**src/rtl/counter_pkg.sv**
```systemverilog
// Shared constants and helpers for the generic up/down event/timer counter.
package counter_pkg;
  localparam bit MODE_WRAP = 1'b0;
  localparam bit MODE_SAT  = 1'b1;

  // Prescaler counter width; never narrower than one bit.
  function automatic int clog2_min1(input int n);
    return (n <= 2) ? 1 : $clog2(n);
  endfunction
endpackage

```
**src/rtl/counter_prescaler.sv**
```systemverilog
// Divides enabled cycles by PRESCALE; tick marks the enabled cycle that ends a period.
module counter_prescaler
  import counter_pkg::*;
#(
  parameter int PRESCALE = 1
) (
  input  logic clk,
  input  logic clr,
  input  logic en,
  input  logic sync_clr,
  output logic tick
);
  localparam int PW = clog2_min1(PRESCALE);
  localparam logic [PW-1:0] LAST = PW'(PRESCALE - 1);

  logic [PW-1:0] r_cnt;

  // With PRESCALE=1 r_cnt never leaves 0, so tick reduces to en.
  assign tick = en && (r_cnt == LAST);

  always_ff @(posedge clk or posedge clr) begin
    if (clr)           r_cnt <= '0;
    else if (sync_clr) r_cnt <= '0;
    else if (tick)     r_cnt <= '0;
    else if (en)       r_cnt <= r_cnt + 1'b1;
  end
endmodule

```
**src/rtl/mod_updown_counter.sv**
```systemverilog
// WIDTH-bit up/down counter with modulus, parallel load, prescaler and
// wrap/saturate mode; tc pulses on wrap for cascading.
module mod_updown_counter
  import counter_pkg::*;
#(
  parameter int     WIDTH    = 4,
  parameter longint MODULUS  = 16,
  parameter int     PRESCALE = 1,
  parameter bit     SATURATE = MODE_WRAP
) (
  input  logic             clk,
  input  logic             clr,
  input  logic             en,
  input  logic             up,
  input  logic             ld,
  input  logic [WIDTH-1:0] d,
  output logic [WIDTH-1:0] q,
  output logic             tc,
  output logic             sat
);
  localparam logic [WIDTH-1:0] MAXV = WIDTH'(MODULUS - 1);
  localparam bit FULL   = (MODULUS == (longint'(1) << WIDTH));
  localparam bit IS_SAT = (SATURATE == MODE_SAT);

  generate
    if (WIDTH < 1 || WIDTH > 32 || MODULUS < 2 || MODULUS > (longint'(1) << WIDTH)) begin : g_bad_cfg
      $error("mod_updown_counter: MODULUS must lie in 2..2**WIDTH, WIDTH in 1..32");
    end
  endgenerate

  logic             w_tick;
  logic             w_at_max;
  logic             w_at_zero;
  logic             w_wrap;
  logic [WIDTH-1:0] w_q_nxt;
  logic [WIDTH-1:0] w_ld_val;

  counter_prescaler #(.PRESCALE(PRESCALE)) u_presc (
    .clk      (clk),
    .clr      (clr),
    .en       (en),
    .sync_clr (ld),
    .tick     (w_tick)
  );

  assign w_at_max  = (q == MAXV);
  assign w_at_zero = (q == '0);
  assign sat       = up ? w_at_max : w_at_zero;
  assign w_ld_val  = (d > MAXV) ? MAXV : d;

  // Full-range modulus wraps through plain overflow in both directions.
  always_comb begin
    w_q_nxt = q;
    w_wrap  = 1'b0;
    if (up) begin
      w_q_nxt = (w_at_max && !FULL) ? '0 : q + 1'b1;
      w_wrap  = w_at_max;
    end else begin
      w_q_nxt = w_at_zero ? MAXV : q - 1'b1;
      w_wrap  = w_at_zero;
    end
    if (IS_SAT && w_wrap) begin
      w_q_nxt = q;
      w_wrap  = 1'b0;
    end
  end

  always_ff @(posedge clk or posedge clr) begin
    if (clr) begin
      q  <= '0;
      tc <= 1'b0;
    end else if (ld) begin
      q  <= w_ld_val;
      tc <= 1'b0;
    end else if (w_tick) begin
      q  <= w_q_nxt;
      tc <= w_wrap;
    end else begin
      tc <= 1'b0;
    end
  end
endmodule
```
**config.mk**
```make
export PLATFORM = sky130hd
export DESIGN_NAME = mod_updown_counter
export DESIGN_NICKNAME = d
export VERILOG_FILES = /design/src/rtl/counter_pkg.sv /design/src/rtl/counter_prescaler.sv /design/src/rtl/mod_updown_counter.sv
export SDC_FILE = /design/constraint.sdc
export NUM_CORES = 1
export LEC_CHECK = 0
export CORE_MARGIN = 2
export CORE_UTILIZATION = 32
export CTS_CLUSTER_DIAMETER = 150
export DETAILED_ROUTE_END_ITERATION = 8
export SKIP_LAST_GASP = 1
export SYNTH_ARGS = -nofsm -noshare
export SYNTH_HDL_FRONTEND = slang
export SYNTH_HIERARCHICAL = 1
export SYNTH_SLANG_ARGS = --single-unit
```
**constraint.sdc**
```tcl
create_clock -name clk -period 1.9 [get_ports clk]
set_clock_uncertainty 0.05 [all_clocks]
set_input_delay 0.38 -clock clk [delete_from_list [all_inputs] [get_ports clk]]
set_output_delay 0.38 -clock clk [all_outputs]
set_load 0.005 [all_outputs]
```
==> impl_metrics.json <==
{
  "place_congestion": 0.8076,
  "synth_fp_nets": 57,
  "min_period_ps": 1815,
  "root_buffer": "clkbuf_4",
  "synth-adder-area-share": 0.05650,
  "syn_area_um2": 442.9,
  "first_pass_iters": 3,
  "grt_pass1_wl_um": 1545,
  "core-area_um2": 1301,
  "vdd_drop_max_uv": 250.2,
  "worstSkewPairLatency_ps": 250,
  "cp.arrival_ps": 1390,
  "fillCellCount": 148,
  "ant_nets": 0,
  "synthCells": 46,
  "synth_xor_area_frac": 0.05932,
  "whs_ps": 240.8,
  "grt_pass1_vias": 361,
  "max-slew-margin-rel": 0.8144,
  "swShare": 0.2814,
  "drive_gt1_frac": 0.2429,
  "synth_compound_area_frac": 0.1582,
  "avgSynthCellArea_um2": 9.629,
  "first_iter_violations": 7,
  "die_area_um2": 1698,
  "p_int_w": 0.0003161,
  "drv_slew": 0,
  "setup_viol": 0,
  "gr-usage-all-layers": 0.1500,
  "r2r_start": "q[0]",
  "r2r-end": "q[2]",
  "portBuffers": 14,
  "fin_nets": 83,
  "diodes": 0,
  "critPathMaxFanout": 3,
  "initial_utilization": 0.3404,
  "yosysTopAreaCellShare": 0.3390,
  "final_hold_viol_count": 0,
  "fp.dieH_um": 41.21,
  "grt_max_degree": 10,
  "num_vias": 419,
  "drc": 0,
  "rsz0062_at_grt": "false",
  "p_per_area_nw_per_um2": 649.9,
  "syn_to_final_growth_pct": 52.82,
  "wl_um": 1018,
  "tightest_slew_ps": 274.5,
  "io_pins": 15,
  "viasPerCell": 4.929,
  "synth_area_leaders": "dfrtp_1, xnor2_1, ha_1",
  "postCtsHoldBufs": 0,
  "cts_buffers": 3,
  "routedWlPerCell_um": 11.98,
  "yosysWarningCount": 6,
  "place_ws_ps": -273.3,
  "num_rows": 13,
  "synth_seq_cells": 6,
  "drv_cap": 0,
  "period_share": 0.9554,
  "place_hpwl_um": 824.4,
  "antenna_found_initial": 0,
  "yosys.area_share.simple": 0.2458,
  "synth_top_area_cell": "dfrtp_1",
  "tritoncts": "yes",
  "cts.clk_slew.worst_paths_ps": 50,
  "ys_seq_area_frac": 0.3390,
  "hold_path.class": "input pin to async pin",
  "crit_type": "flip-flop to output pin",
  "fin_setup_tns_ps": 0,
  "worst_ep_required_time_ps": 1470,
  "ys_types": 27,
  "die_x_um": 41.21,
  "p_leak_nw": 0.3130,
  "cts_buffer_depth": 2,
  "r2r_slack_ps": 300,
  "status": "completed",
  "final_util": 0.5202,
  "reg2regPathDepth": 6,
  "synth_mux_area_frac": 0.05650,
  "seq_power_share": 0.352,
  "htreeDepth": 1,
  "cp-start-kind": "flip-flop",
  "timing.final.ws_setup_ps": 84.67,
  "max_freq_ghz": 0.5509,
  "synth_top_family_by_area": "simple AND/OR/NAND/NOR gates",
  "switchingPower_w": 0.0001238,
  "cp-end-kind": "output pin",
  "grt_overflow_total": 0,
  "clkPwrFrac": 0.267,
  "p_comb_frac": 0.381,
  "cts_num_sinks": 6
}
==> how the worst max path moves through the flow <==
stage / start / depth (start not counted) / end / slack [ps]
after floorplan: q[0] / 5 / q[2] / 350
after global placement: up / 4 / sat / -250
after detailed placement: up / 4 / sat / -270
after CTS: q[0] / 4 / sat / 40
after global routing: q[0] / 4 / sat / 30
final: q[0] / 4 / sat / 80
==> cells in the mapped netlist <==
library cell and count:
a21oi_1 3, a221oi_1 1, a311o_1 1, a32o_1 1, and2b_2 1, and3_1 1
and3_4 1, buf_6 1, clkbuf_1 1, dfrtp_1 6, ha_1 2, inv_1 6
mux2_4 1, mux2i_1 1, nand2_1 2, nand2b_1 3, nor2_1 1, nor2b_1 1
nor3b_1 1, nor3b_2 1, nor4b_1 1, o21ai_0 2, o31a_1 1, o31ai_1 1
or2b_1 1, or4b_1 1, xnor2_1 3
==> flip-flops by register name, summed over array words and instances (netlist names) <==
register,count
tc,1
u_presc/r_cnt,1
q,4
==> worst max-delay path, stage by stage (launching register included) <==
cell and delay, ps:
dfrtp_1 390, inv_1 60, ha_2 190, a32o_1 250, dlygate4sd2_1 260
==> cell type report <==
type / instances / area [um^2] / area share
Timing Repair Buffer: 23 / 205.2 / 0.3031
Tap cell: 15 / 18.77 / 0.02773
Multi-Input combinational cell: 32 / 257.7 / 0.3808
Clock buffer: 3 / 22.52 / 0.03327
Sequential cell: 6 / 150.1 / 0.2218
Inverter: 6 / 22.52 / 0.03327
==> cell usage in the layout, fill, tap and decap left out, drive strengths merged <==
cell	count
a221oi	1
or2b	1
dlygate4sd2	2
a311o	1
nand2	2
mux2	1
buf	9
o31a	1
and2b	1
mux2i	1
nand2b	3
a21oi	3
inv	6
a32o	1
or4b	1
ha	2
xnor2	3
clkbuf	3
nor2b	1
nor3b	2
and3	2
nor4b	1
clkdlybuf4s50	12
dfrtp	6
nor2	1
o21ai	2
o31ai	1
==> per-stage QoR <==
stage                     area [um^2]  cells  total power, W
final                           676.9     85       0.0004399
after global routing            676.9     85       0.0004734
after CTS                       674.4     85       0.0004475
after detailed placement        646.9     81       0.0003219
after global placement          646.9     81       0.0003213
after floorplan                 442.9     46       0.0002378
==> layer usage <==
layer / vias up / global-route usage / routed length, um
li1: 209 / - / -
met1: 202 / 0.1827 / 497
met2: 6 / 0.2227 / 485
met3: 2 / 0.08152 / 30
met4: 0 / 0.04839 / 5
met5: - / 0 / 0
==> power by group through the flow <==
stage	registers, W	logic, W	clock network [W]
after floorplan	0.000160	0.0000774	0
after global placement	0.000158	0.000163	0
after detailed placement	0.000158	0.000164	0
after CTS	0.000155	0.000169	0.000124
after global routing	0.000156	0.000185	0.000132
final	0.000155	0.000168	0.000117
==> what timing repair did <==
item	CTS	global route
setup buffers	1	0
gates cloned	0	0
resized for setup	2	1
setup endpoints to repair	1	1
==> cell families (layout without fill, tap and decap cells) <==
group                    count (synthesis)  in the layout
multiplexers                             2              2
XOR/XNOR                                 3              3
flip-flops                               6              6
AND/OR/NAND/NOR                         15             15
AO/OA/AOI/OAI                           10             10
buffers and inverters                    8             32
adder cells (fa/ha/maj)                  2              2
Note: power is estimated with default switching activity, not from simulation.
